### src/rtl/tone_sequencer.sv
`timescale 1ns/1ps
`default_nettype none
// ============================================================================
// Module   : tone_sequencer
// Brief    : Eight-entry note pattern player driving a frequency-divider note
//            input, with beat timing, articulation gap, looping and abort.
// Revision : 1.0
// ============================================================================
module tone_sequencer #(
    parameter int TICK_DIV   = 50000,
    parameter int BEAT_TICKS = 100
) (
    input  logic       clk,
    input  logic       rst,
    input  logic       wr_en,
    input  logic [2:0] wr_addr,
    input  logic [7:0] wr_data,
    input  logic [2:0] len,
    input  logic       start,
    input  logic       stop,
    input  logic       loop,
    output logic [3:0] note,
    output logic       tone_en,
    output logic       busy,
    output logic [2:0] step,
    output logic       done
);

    localparam int PW = (TICK_DIV > 1) ? $clog2(TICK_DIV) : 1;
    localparam int TW = (BEAT_TICKS > 1) ? $clog2(BEAT_TICKS) : 1;
    localparam logic [PW-1:0] c_presc_last = PW'(TICK_DIV - 1);
    localparam logic [TW-1:0] c_tick_last  = TW'(BEAT_TICKS - 1);

    typedef enum logic [1:0] {
        IDLE  = 2'd0,
        FETCH = 2'd1,
        PLAY  = 2'd2,
        GAP   = 2'd3
    } state_t;

    state_t          r_state, w_state_n;
    logic [7:0]      r_pat [8];
    logic [2:0]      r_step, w_step_n;
    logic [3:0]      r_note, w_note_n;
    logic [3:0]      r_beat, w_beat_n;
    logic [PW-1:0]   r_presc, w_presc_n;
    logic [TW-1:0]   r_tick, w_tick_n;
    logic            r_done, w_done_n;
    logic            w_end_entry;
    logic [7:0]      w_entry;

    assign w_entry = r_pat[r_step];

    // Pattern store is writable in every state; FETCH reads it one edge later
    always_ff @(posedge clk or posedge rst) begin
        if (rst) begin
            for (int i = 0; i < 8; i++) r_pat[i] <= 8'h00;
        end else if (wr_en) begin
            r_pat[wr_addr] <= wr_data;
        end
    end

    always_ff @(posedge clk or posedge rst) begin
        if (rst) begin
            r_state <= IDLE;
            r_step  <= 3'd0;
            r_note  <= 4'd0;
            r_beat  <= 4'd0;
            r_presc <= '0;
            r_tick  <= '0;
            r_done  <= 1'b0;
        end else begin
            r_state <= w_state_n;
            r_step  <= w_step_n;
            r_note  <= w_note_n;
            r_beat  <= w_beat_n;
            r_presc <= w_presc_n;
            r_tick  <= w_tick_n;
            r_done  <= w_done_n;
        end
    end

    always_comb begin
        w_state_n   = r_state;
        w_step_n    = r_step;
        w_note_n    = r_note;
        w_beat_n    = r_beat;
        w_presc_n   = r_presc;
        w_tick_n    = r_tick;
        w_done_n    = 1'b0;
        w_end_entry = 1'b0;

        case (r_state)
            IDLE: begin
                w_note_n = 4'd0;
                if (start && !stop) begin
                    w_state_n = FETCH;
                    w_step_n  = 3'd0;
                end
            end
            FETCH: begin
                w_note_n  = w_entry[3:0];
                w_beat_n  = w_entry[7:4];
                w_presc_n = '0;
                w_tick_n  = '0;
                if (w_entry[7:4] == 4'd0) begin
                    w_end_entry = 1'b1;
                end else begin
                    w_state_n = PLAY;
                end
            end
            PLAY: begin
                if (r_presc == c_presc_last) begin
                    w_presc_n = '0;
                    if (r_tick == c_tick_last) begin
                        w_tick_n = '0;
                        w_beat_n = r_beat - 4'd1;
                        if (r_beat == 4'd1) w_state_n = GAP;
                    end else begin
                        w_tick_n = r_tick + TW'(1);
                    end
                end else begin
                    w_presc_n = r_presc + PW'(1);
                end
            end
            GAP: begin
                if (r_presc == c_presc_last) begin
                    w_presc_n   = '0;
                    w_end_entry = 1'b1;
                end else begin
                    w_presc_n = r_presc + PW'(1);
                end
            end
            default: w_state_n = IDLE;
        endcase

        // ">=" rather than "==" so a len lowered under step ends the pass
        if (w_end_entry) begin
            if (r_step < len) begin
                w_state_n = FETCH;
                w_step_n  = r_step + 3'd1;
            end else if (loop) begin
                w_state_n = FETCH;
                w_step_n  = 3'd0;
            end else begin
                w_state_n = IDLE;
                w_step_n  = 3'd0;
                w_note_n  = 4'd0;
                w_done_n  = 1'b1;
            end
        end

        if (stop && (r_state != IDLE)) begin
            w_state_n = IDLE;
            w_step_n  = 3'd0;
            w_note_n  = 4'd0;
            w_beat_n  = 4'd0;
            w_presc_n = '0;
            w_tick_n  = '0;
            w_done_n  = 1'b0;
        end
    end

    assign note    = r_note;
    assign tone_en = (r_state == PLAY) && (r_note != 4'd0);
    assign busy    = (r_state != IDLE);
    assign step    = r_step;
    assign done    = r_done;

endmodule
`default_nettype wire

### config.mk
export PLATFORM = sky130hd
export DESIGN_NAME = tone_sequencer
export DESIGN_NICKNAME = d
export VERILOG_FILES = /design/src/rtl/tone_sequencer.sv
export SDC_FILE = /design/constraint.sdc
export NUM_CORES = 1
export LEC_CHECK = 0
export CAP_MARGIN = 40
export CORE_ASPECT_RATIO = 1.25
export CORE_MARGIN = 2
export CORE_UTILIZATION = 25
export CTS_CLUSTER_SIZE = 16
export DETAILED_ROUTE_END_ITERATION = 8
export SETUP_SLACK_MARGIN = 0.4
export SYNTH_ARGS = -nofsm -noshare
export SYNTH_HDL_FRONTEND = slang
export SYNTH_SLANG_ARGS = --single-unit
### constraint.sdc
create_clock -name clk -period 4.47 [get_ports clk]
set_input_delay 0.894 -clock clk [delete_from_list [all_inputs] [get_ports clk]]
set_output_delay 0.894 -clock clk [all_outputs]
set_load 0.01 [all_outputs]
==> impl_metrics.toml <==
[setup_path]
path_max_fanout = 10
start_kind = "flip-flop"
worstPathArrival_ns = 2.37
cp-end-kind = "primary output"
path_class = "reg -> out"
r2r-end = "step[1]$_DFFE_PP0P_"
rrSetupSlack_ns = 1.85
required_ns = 3.58
r2r_start = "step[0]$_DFFE_PP0P_"
rr_worst_depth = 6

[detailed_routing]
drtIter0Drc = 187
routed-via-count = 3354
post_drt_wl_per_cell_um = 15.9
wl_um = 11400
met2_wirelength_um = 6020
drcViolationCount = 0
dr.max_layer_used = "met4"
detail-route-antenna-nets = 0
met1_length_um = 5020
vias_per_cell = 4.67
wl_met3_um = 298
firstDrtPassIters = 4

[logic_synthesis]
synth_area_leader_cell = "dfrtp_1"
synth_top_family_by_area = "multiplexers"
synthMuxAreaShare_pct = 24.1
synthTopCellsByCount = "101 x dfrtp_1, 70 x mux2_2, 34 x nor2_1, 18 x nand2_1, 16 x xor2_1"
avgSynthCellArea_um2 = 12.7
ys_seq_area_share_pct = 49.0
synth_compound_area_share_pct = 5.31
synthesis.nets = 441
synth-adder-area-share_pct = 3.15
synth.area.top_cells = "dfrtp_1 49%, mux2_2 15%, mux4_2 4.4%, ha_1 3.2%, xor2_1 2.7%"
ys_async_sr_fraction_pct = 100
synth-seq-cells = 101
syn_area_mm2 = 0.00516
synthXorXnorAreaFrac_pct = 3.22
yosys.area_share.simple_pct = 13.0
synth_ff_type = "dfrtp_1"
synth_top_area_share_pct = 49.0
ys_warn_count = 0
synth_cells = 408
synth_edf_count = 0
synth.distinct_cells = 56
synth_most_common_cell = "dfrtp_1"

[global_routing]
grt_pass1_vias = 3662
grt_pass1_wl_um = 19000
antenna_found_initial = 0
grt_usage_pct = 11.0
grt-ovfl-total = 0
grt_max_degree = 47

[die]
die_h_um = 165
rows = 58
io_pins = 30
start_util_pct = 25.6
core_mm2 = 0.0202
die_area_mm2 = 0.0218
fp.dieW_um = 133

[sta]
finClkSkew_ns = 0.00681
whs_ns = 0.501
worst_pin_slew_ns = 0.866
setup_viol = 0
final.min_clock_period_ns = 3.26
rsz0062_at_grt = "false"
fmax_mhz = 307
slew_headroom_pct = 41.9
fin_crit_sh_pct = 73.0
hold_violations = 0
tns_ns = 0
slew_violations = 0

[flow_run]
maxCapViolations = 0

[status]
status = "completed"

[final_layout]
seq_area_mm2 = 0.00253
drive_gt1_share_pct = 27.0
n_antenna_cell = 0
final.fill_count = 2077
layout.nets = 476
area_growth_pct = 19.1
fin_cells = 718
multi_input_area_mm2 = 0.00252
final_area_mm2 = 0.00615

[clock_tree]
clkSlewWorstSetupHoldPaths_ns = 0.07
clkLatencyLatePin_ns = 0.34
numCtsBuffers = 9
clockBufferDepth = 2
cts_hold_buf = 0
postCtsSetupRepairBufs = 0
cts_tree = "built"
htree_levels = 3
numClockSinks = 101
cts_resized = 0
root_buffer = "clkbuf_16"

[power]
p_leak_nw = 2.56
powerDensity_mw_per_mm2 = 510
vdd_ir_drop_max_mv = 0.256

[min_path]
min_path_type = "reg -> reg"
hold-path-cell-count = 1
hp-start = "r_pat[13]$_DFFE_PP0P_"
hold_end = "r_pat[13]$_DFFE_PP0P_"

[placement]
dpl_cell_area_mm2 = 0.00579
place_congestion = 0.816
hpwl_um = 8070
place_inst = 702
io_buffers = 29
critical path: stages (launching register included):
cell and delay [ns]:
dfrtp_1 0.47, inv_1 0.19, ha_1 0.41, inv_1 0.26, nor2_1 0.15, clkdlybuf4s50_1 0.54
registers in the layout (all words and copies together), names as in the netlist:
| register | cells |
|---|---|
| r_beat | 4 |
| r_presc | 16 |
| r_tick | 7 |
| r_state | 2 |
| r_pat | 64 |
| done | 1 |
| step | 3 |
| note | 4 |
placed cells by master, fill, tap and decap left out, drive strengths merged, types with 7 or more instances in the layout:
master,count
nand4,8
buf,7
xor2,16
nor2,35
clkdlybuf4s50,29
clkbuf,9
nand2,18
dfrtp,101
mux2,71
nand3,12
inv,14
nor3,8
mux4,14
ha,13
o21ai,12
mux2i,10
layer usage:
layer	vias to the layer above	GRT usage, %
li1	1559	-
met3	8	2.36
met4	0	2.69
met2	45	20.5
met1	1742	13.0
met5	-	0
stage by stage:
step	util [%]	power, W	setup slack (ns)
after global routing	30.5	0.00333	1.08
after detailed placement	28.7	0.00224	1.56
after floorplan	-	0.00193	0.929
after global placement	28.5	0.00218	1.62
final	30.5	0.00314	1.21
after CTS	30.5	0.00317	1.20
power breakdown:
| group | total, W | switching, W | internal, W |
|---|---|---|---|
| Sequential | 0.00125 | 0.000153 | 0.00110 |
| Clock | 0.000922 | 0.000365 | 0.000557 |
| Combinational | 0.000964 | 0.000485 | 0.000479 |
logic make-up after synthesis:
logic type      count (synthesis)
compound gates                 36
xor+xnor                       19
fa+ha+maj                      13
buf+inv                        24
flops                         101
mux                            95
simple gates                  120
area by class of cell:
| class | count | area share [%] |
|---|---|---|
| flip-flops and latches | 101 | 41.1 |
| clock buffers | 9 | 3.66 |
| clock inverters | 7 | 2.14 |
| repair buffers | 36 | 5.90 |
| inverters | 12 | 0.773 |
| multi-input cells | 283 | 40.9 |
| well taps | 270 | 5.49 |
worst max path at each step:
stage | slack, ns | endpoint | startpoint
6_report | 1.21 | tone_en | r_state[0]$_DFFE_PP0P_
4_1_cts | 1.20 | tone_en | r_state[0]$_DFFE_PP0P_
3_3_place_gp | 1.62 | tone_en | r_state[0]$_DFFE_PP0P_
2_1_floorplan | 0.93 | done$_DFF_PP0_ | rst
5_1_grt | 1.08 | tone_en | r_state[0]$_DFFE_PP0P_
3_5_place_dp | 1.56 | step[2]$_DFFE_PP0P_ | len[1]
No activity file was read; power rests on OpenSTA's default activity.
